## config.mk

```make
export PLATFORM = sky130hd
export DESIGN_NAME = prg_ray_queue_flat
export DESIGN_NICKNAME = d
export VERILOG_FILES = /design/src/rtl/prg_ray_queue_pkg.sv /design/src/rtl/prg_ray_queue_if.sv /design/src/rtl/prg_ray_queue_fifo.sv /design/src/rtl/prg_ray_queue.sv /design/src/flat_wrapper.sv
export SDC_FILE = /design/constraint.sdc
export NUM_CORES = 1
export LEC_CHECK = 0
export ABC_AREA = 1
export CORE_ASPECT_RATIO = 1.4
export CORE_MARGIN = 2
export CORE_UTILIZATION = 45
export DETAILED_ROUTE_END_ITERATION = 12
export PLACE_DENSITY = 0.65
export SLEW_MARGIN = 5
export SYNTH_ARGS = -nofsm -noshare
export SYNTH_HDL_FRONTEND = slang
export SYNTH_SLANG_ARGS = --single-unit
```

## constraint.sdc

```tcl
create_clock -name clk -period 14 [get_ports clk]
set_clock_uncertainty 0.2 [all_clocks]
set_input_delay 2.8 -clock clk [delete_from_list [all_inputs] [get_ports clk]]
set_output_delay 2.8 -clock clk [all_outputs]
set_load 0.02 [all_outputs]
```

## src/rtl/prg_ray_queue_pkg.sv

```systemverilog
// Shared ray-tracer types and constants for the primary-ray queue.
//   float_t  - raw IEEE-754 single-precision bit pattern
//   vector_t - three float_t components
//   ray_t    - origin, direction and a frame-local ray identifier
//   state_t  - frame-tracking states of the queue controller
package prg_ray_queue_pkg;

    typedef logic [31:0] float_t;

    typedef struct packed {
        float_t x;
        float_t y;
        float_t z;
    } vector_t;

    localparam int unsigned RAY_ID_W         = 19;
    localparam int unsigned RX_W             = 19;
    localparam int unsigned NUM_RAYS_DEFAULT = 307200;

    typedef struct packed {
        vector_t               origin;
        vector_t               direction;
        logic [RAY_ID_W-1:0]   rayID;
    } ray_t;

    typedef enum logic [1:0] {
        IDLE,
        FILL,
        DRAIN
    } state_t;

    // Saturating accepted-push counter step.
    function automatic logic [RX_W-1:0] rx_step(input logic [RX_W-1:0] cur,
                                                input logic            inc,
                                                input logic [RX_W-1:0] limit);
        return (inc && (cur < limit)) ? cur + 1'b1 : cur;
    endfunction

endpackage

```

## src/rtl/prg_ray_queue_if.sv

```systemverilog
// Ray stream bundle between the primary ray generator, the queue and the
// downstream consumer.
//   rayReady  - single-cycle push strobe, prg_data valid with it
//   prg_data  - ray to push
//   prg_done  - generator end-of-frame pulse
//   out_valid - out_ray holds the head-of-queue ray
//   out_ray   - head-of-queue ray
//   out_ready - consumer accepts the head ray
// slave: queue side; master: generator/consumer side.
interface prg_ray_queue_if;
    import prg_ray_queue_pkg::*;

    logic rayReady;
    ray_t prg_data;
    logic prg_done;
    logic out_valid;
    ray_t out_ray;
    logic out_ready;

    modport slave (
        input  rayReady,
        input  prg_data,
        input  prg_done,
        input  out_ready,
        output out_valid,
        output out_ray
    );

    modport master (
        output rayReady,
        output prg_data,
        output prg_done,
        output out_ready,
        input  out_valid,
        input  out_ray
    );

endinterface

```

## src/rtl/prg_ray_queue_fifo.sv

```systemverilog
// prq_fifo: ray storage with wrapping read/write pointers and occupancy.
//   clk, rst - clock, asynchronous active-high reset (pointers/count only)
//   push     - write wdata (caller guarantees !full or a same-cycle pop)
//   pop      - advance the read pointer (caller guarantees !empty)
//   rdata    - head entry, read straight from registered storage
//   empty, full, count - occupancy status
module prq_fifo
    import prg_ray_queue_pkg::*;
#(
    parameter int unsigned DEPTH = 8
) (
    input  logic                     clk,
    input  logic                     rst,
    input  logic                     push,
    input  logic                     pop,
    input  ray_t                     wdata,
    output ray_t                     rdata,
    output logic                     empty,
    output logic                     full,
    output logic [$clog2(DEPTH):0]   count
);

    localparam int unsigned AW = $clog2(DEPTH);
    localparam int unsigned CW = AW + 1;

    ray_t          mem [DEPTH];
    logic [AW-1:0] wr_ptr;
    logic [AW-1:0] rd_ptr;

    // Storage is not reset; only pointers and count define validity.
    always_ff @(posedge clk) begin
        if (push) begin
            mem[wr_ptr] <= wdata;
        end
    end

    // Power-of-two depth: pointers wrap by natural overflow.
    always_ff @(posedge clk or posedge rst) begin
        if (rst) begin
            wr_ptr <= '0;
            rd_ptr <= '0;
            count  <= '0;
        end else begin
            if (push) begin
                wr_ptr <= wr_ptr + 1'b1;
            end
            if (pop) begin
                rd_ptr <= rd_ptr + 1'b1;
            end
            count <= count + CW'(push) - CW'(pop);
        end
    end

    assign rdata = mem[rd_ptr];
    assign empty = (count == '0);
    assign full  = (count == CW'(DEPTH));

endmodule

```

## src/rtl/prg_ray_queue.sv

```systemverilog
// prg_ray_queue: elastic buffer between the primary ray generator and the
// traversal pipeline, with per-frame tracking.
//   clk, rst    - clock, asynchronous active-high reset
//   bus         - prg_ray_queue_if.slave ray stream (push side and pop side)
//   almost_full - occupancy >= DEPTH-2
//   frame_done  - one-cycle pulse when a finished frame has fully drained
//   overflow    - sticky, a ray was dropped on a full queue (cleared at frame start)
//   occupancy   - current entry count
//   seq_err     - only with PRG_RAY_QUEUE_SEQ_CHECK_EN: sticky rayID sequence error
module prg_ray_queue
    import prg_ray_queue_pkg::*;
#(
    parameter int unsigned DEPTH    = 8,
    parameter int unsigned NUM_RAYS = NUM_RAYS_DEFAULT
) (
    input  logic                     clk,
    input  logic                     rst,
    prg_ray_queue_if.slave           bus,
    output logic                     almost_full,
    output logic                     frame_done,
    output logic                     overflow,
    output logic [$clog2(DEPTH):0]   occupancy
`ifdef PRG_RAY_QUEUE_SEQ_CHECK_EN
    ,
    output logic                     seq_err
`endif
);

    localparam int unsigned     OCC_W = $clog2(DEPTH) + 1;
    localparam logic [RX_W-1:0] LIMIT = RX_W'(NUM_RAYS);

    state_t           state;
    state_t           state_next;
    logic [RX_W-1:0]  rx_count;
    logic [RX_W-1:0]  rx_next;
    logic             frame_done_next;
    logic             overflow_next;
    logic             empty;
    logic             full;
    logic             pop;
    logic             push_ok;
    logic [OCC_W-1:0] occ_next;
    ray_t             head;

    assign pop      = bus.out_valid & bus.out_ready;
    // A full queue still accepts a push when the head leaves in the same cycle.
    assign push_ok  = bus.rayReady & (~full | pop);
    assign occ_next = occupancy + OCC_W'(push_ok) - OCC_W'(pop);

    prq_fifo #(
        .DEPTH (DEPTH)
    ) u_fifo (
        .clk   (clk),
        .rst   (rst),
        .push  (push_ok),
        .pop   (pop),
        .wdata (bus.prg_data),
        .rdata (head),
        .empty (empty),
        .full  (full),
        .count (occupancy)
    );

    assign bus.out_valid = ~empty;
    assign bus.out_ray   = head;
    assign almost_full   = (occupancy >= OCC_W'(DEPTH - 2));

    always_comb begin
        state_next      = state;
        rx_next         = rx_count;
        frame_done_next = 1'b0;
        overflow_next   = overflow | (bus.rayReady & ~push_ok);
        case (state)
            IDLE: begin
                if (bus.rayReady) begin
                    state_next    = FILL;
                    rx_next       = RX_W'(1);
                    overflow_next = 1'b0;
                end
            end
            FILL: begin
                rx_next = rx_step(rx_count, push_ok, LIMIT);
                // End of frame that also drains the queue skips DRAIN.
                if ((rx_next == LIMIT) || bus.prg_done) begin
                    if (occ_next == '0) begin
                        state_next      = IDLE;
                        frame_done_next = 1'b1;
                    end else begin
                        state_next = DRAIN;
                    end
                end
            end
            DRAIN: begin
                rx_next = rx_step(rx_count, push_ok, LIMIT);
                if (occ_next == '0) begin
                    state_next      = IDLE;
                    frame_done_next = 1'b1;
                end
            end
            default: begin
                state_next = IDLE;
            end
        endcase
    end

    always_ff @(posedge clk or posedge rst) begin
        if (rst) begin
            state      <= IDLE;
            rx_count   <= '0;
            frame_done <= 1'b0;
            overflow   <= 1'b0;
        end else begin
            state      <= state_next;
            rx_count   <= rx_next;
            frame_done <= frame_done_next;
            overflow   <= overflow_next;
        end
    end

`ifdef PRG_RAY_QUEUE_SEQ_CHECK_EN
    logic [RAY_ID_W-1:0] expected_id;
    logic [RAY_ID_W-1:0] expected_now;

    // The push that starts a frame is checked against 0.
    assign expected_now = (state == IDLE) ? '0 : expected_id;

    always_ff @(posedge clk or posedge rst) begin
        if (rst) begin
            expected_id <= '0;
            seq_err     <= 1'b0;
        end else if (push_ok) begin
            expected_id <= bus.prg_data.rayID + 1'b1;
            if (bus.prg_data.rayID != expected_now) begin
                seq_err <= 1'b1;
            end
        end
    end
`else
    // Sequence checker not built.
`endif

endmodule

```

## src/flat_wrapper.sv

```systemverilog
// flat-port wrapper written by rule: the top's interface ports become plain ports
module prg_ray_queue_flat import prg_ray_queue_pkg::*;
#(
    parameter int unsigned DEPTH    = 8,
    parameter int unsigned NUM_RAYS = NUM_RAYS_DEFAULT
)
  (clk, rst, almost_full, frame_done, overflow, occupancy, bus_rayReady, bus_prg_data, bus_prg_done, bus_out_ready, bus_out_valid, bus_out_ray);
  prg_ray_queue_if bus_i ();
  input  logic clk;
  input  logic rst;
  output logic almost_full;
  output logic frame_done;
  output logic overflow;
  output logic [$clog2(DEPTH):0] occupancy;
  input wire logic [$bits(bus_i.rayReady)-1:0] bus_rayReady;
  input wire logic [$bits(bus_i.prg_data)-1:0] bus_prg_data;
  input wire logic [$bits(bus_i.prg_done)-1:0] bus_prg_done;
  input wire logic [$bits(bus_i.out_ready)-1:0] bus_out_ready;
  output wire logic [$bits(bus_i.out_valid)-1:0] bus_out_valid;
  output wire logic [$bits(bus_i.out_ray)-1:0] bus_out_ray;
  assign bus_i.rayReady = bus_rayReady;
  assign bus_i.prg_data = bus_prg_data;
  assign bus_i.prg_done = bus_prg_done;
  assign bus_i.out_ready = bus_out_ready;
  assign bus_out_valid = bus_i.out_valid;
  assign bus_out_ray = bus_i.out_ray;
  prg_ray_queue #(.DEPTH(DEPTH), .NUM_RAYS(NUM_RAYS)) u_core (.clk(clk), .rst(rst), .bus(bus_i), .almost_full(almost_full), .frame_done(frame_done), .overflow(overflow), .occupancy(occupancy));
endmodule
```

==> key figures <==
Status
  – Status: completed

Clock network
  – CTS buffer count: 164
  – Post-CTS Setup Inserts: 0
  – CTS Buffer Depth: 3
  – Reg clk slew, reported paths: 0.06 ns
  – Post-CTS Hold Buffers: 0
  – H-Tree Depth: 4
  – Post-CTS Resized: 0
  – Root buf cell: clkbuf_16
  – Worst-Skew Late Latency: 0.81 ns
  – CTS tree: yes
  – Clk sink count: 1721

Drt
  – Via density: 5.56
  – ANT nets after route: 0
  – Iter 0 DRT Violations: 3507
  – Detailed Route WL: 162 mm
  – Wire per inst: 21.6 um
  – Vias: 41600
  – Remaining DRCs: 0
  – 1st-pass router iterations: 6

Yosys
  – Top cell type's share of synthesized area: between 70% and 80%
  – Yosys top cell by area: edfxtp_1
  – Fraction of the mapped netlist area in simple logic gates: 9.78%
  – Seq cells post-synth: 1721
  – Post-synthesis cell area: around 0.067 mm^2
  – Distinct cells, synth: 38
  – Synthesized netlist cell count: 5097
  – Mux cell area share after synthesis: 0%
  – Warnings, synthesis: 0
  – Avg Cell Area, Syn: around 13 um^2
  – XOR/XNOR share of the synthesized area: less than 1%
  – Largest family of logic cells by synthesized area: compound AO/OA/AOI/OAI gates
  – Syn_nets: 5327
  – Post-synthesis adder-cell area fraction: 0.273%
  – Complex-gate fraction of the synthesized area: 10.6%
  – Area contributors post-synth: edfxtp_1, nor2_1, o21ai_0, o22ai_1, a31oi_1
  – Register area share after synthesis: 77.1%

Power and ir drop
  – Overall Power: 17.4 mW
  – Max VDD drop: 0.000195 V
  – Power Density: 223 mW/mm^2
  – Leakage power: between 20 and 30 nW

Setup path
  – Worst setup path class: flip-flop to primary output
  – Max FO, Critical Path: 195
  – Crit start category: flip-flop
  – Worst-path cell chain: inv_8 -> buf_12 -> buf_16 -> buf_12 -> o21ai_0 -> o22ai_1 -> nor2_1 -> a31oi_1 -> clkdlybuf4s50_1
  – Crit end category: primary output
  – CP peak stage delay: 0.73 ns
  – WP data arrival: around 5.8 ns
  – CP top delay family: buffers and inverters
  – CP dominant cell by count: buf_12
  – Critical Path Slowest Stage Cell: dfrtp_4
  – Critical Path RT: 11.00 ns
  – Buf/Inv on CP: 5

Global routing
  – Vias in the first global route: 40300
  – Global-route wire length before repair: 242 mm
  – Gr usage total: 20.9%
  – Largest net degree at the start of global routing: 244
  – Grt ovf: 0
  – Initial antenna violation count: 40

Timing
  – Fin Setup TNS: 0 ns
  – Tmin final: approximately 8.7 ns
  – Rel. slew slack: 15.1%
  – Fmax: roughly 110 MHz
  – Final Hold Violating Endpoints: 0
  – # setup viols final: 0
  – Measured slew at the worst slew-check pin: approximately 1.3 ns
  – Final period util: 62.5%
  – Final hold slack: 0.296 ns
  – Max Slew Vio Count: 0
  – RSZ-0062 raised after global routing: false

Cells and area
  – Fraction of layout cells with a size suffix above 1: 6.07%
  – Filler cells: 12200
  – Register Area: 0.0515 mm^2
  – Most frequent cells in the layout: edfxtp_1, nor2_1, o21ai_0
  – Commonest non-fill, non-tap cell in the layout: edfxtp_1
  – Fin nets: 5654
  – Multi-input gate area: roughly 0.014 mm^2
  – Area grow syn2layout: 16.9%

Floorplan
  – Die height: around 460 um
  – Die width: 330 um
  – IO Count: 435
  – Core Region: between 0.1 and 0.15 mm^2
  – Die area: 0.152 mm^2
  – Initial Utilization: 45.2%
  – Rows: 167

Hold path
  – Worst hold path class: flip-flop to flip-flop

Place
  – Final HPWL DP: between 80 and 90 mm
  – I/O Buffers: around 430
  – Gpl congestion: 0.798

Run
  – Max-cap violations: 0
## routing by layer
metal / share of wire (%) / global-route usage (%)
met1: 41 / 27.1
met2: 47 / 33.7
met3: 9.6 / 6.98
met4: 1.8 / 5.48
met5: 0.30 / 0
## through the flow
step	utilization, %	worst slack [ns]	instances	area [um^2]
floorplan	-	0.919	5097	66800
global placement	49.4	6.31	7200	73000
global route	52.9	4.96	7493	78100
detailed placement	49.4	6.29	7200	73000
CTS	52.8	5.40	7492	78100
finish	52.9	5.25	7496	78100
## synth_stat cells
library cell  count
o21ai_0         858
fa_1              1
nand4_1          10
dfrtp_1          33
a21oi_2           2
edfxtp_1       1688
nand2_4           5
nand3_2           2
buf_1            32
nor2_2            9
a22oi_1           1
buf_12            1
clkbuf_1        265
nor2_1         1510
xor2_1            8
buf_4             3
nand3b_1          1
xnor2_1           1
inv_2             4
clkinv_1          1
o21a_1            1
o22ai_1         217
nor3_1            1
nand3_1          18
a32o_1            3
nor3b_4           1
a31oi_1         211
or2_2             1
buf_6             2
nand2_2          14
a21oi_1           1
nand3_4           1
nor2_4            2
o21ai_1           3
buf_2            29
ha_1             13
inv_1            32
nand2_1         112
## kinds of logic (layout without fill, tap and decap cells)
| kind of cell | Yosys count | count (layout) |
|---|---|---|
| buffers and inverters | 369 | 822 |
| other | 0 | 3 |
| AOI/OAI and AO/OA | 1297 | 1297 |
| xor gates and xnor gates | 9 | 9 |
| adders and majority gates | 14 | 14 |
| DFF | 1721 | 1721 |
| and+or+nand+nor | 1687 | 1687 |
## layout make-up
type	instances	share of cell area, %
clock buffer	196	5.46
tap	1943	3.11
antenna	3	0.00961
inverter	37	0.207
sequential	1721	66.0
timing repair buffer	493	6.38
multi-input combinational	3007	17.8
clock inverter	96	1.05
## registers in the layout, summed over array words and instances, names as in the netlist
| register | count |
|---|---|
| u_core.frame_done | 1 |
| u_core.overflow | 1 |
| u_core.rx_count | 19 |
| u_core.state | 2 |
| u_core.u_fifo.count | 4 |
| u_core.u_fifo.mem | 1688 |
| u_core.u_fifo.rd_ptr | 3 |
| u_core.u_fifo.wr_ptr | 3 |
## final timing paths
kind | cells after the start | slack (ns) | start | endpoint
worst max-delay path | 9 | 5.25 | u_core.u_fifo.rd_ptr[0] | bus_out_ray[165]
worst min-delay path | 1 | 0.30 | u_core.overflow | u_core.overflow
worst max register to register | 10 | 9.28 | u_core.u_fifo.count[2] | u_core.u_fifo.mem[5][129]
worst min register to register | 1 | 0.30 | u_core.overflow | u_core.overflow
max in group asynchronous | 3 | 11.03 | rst | u_core.u_fifo.rd_ptr[1]
min in group asynchronous | 3 | 2.21 | rst | u_core.frame_done
## where the power goes
group          switching [mW]  internal [mW]  total, mW
Combinational            4.42           2.20       6.62
Clock                    1.89           2.34       4.23
Sequential              0.185           6.38       6.57
Power figures use the tool's default switching activity.
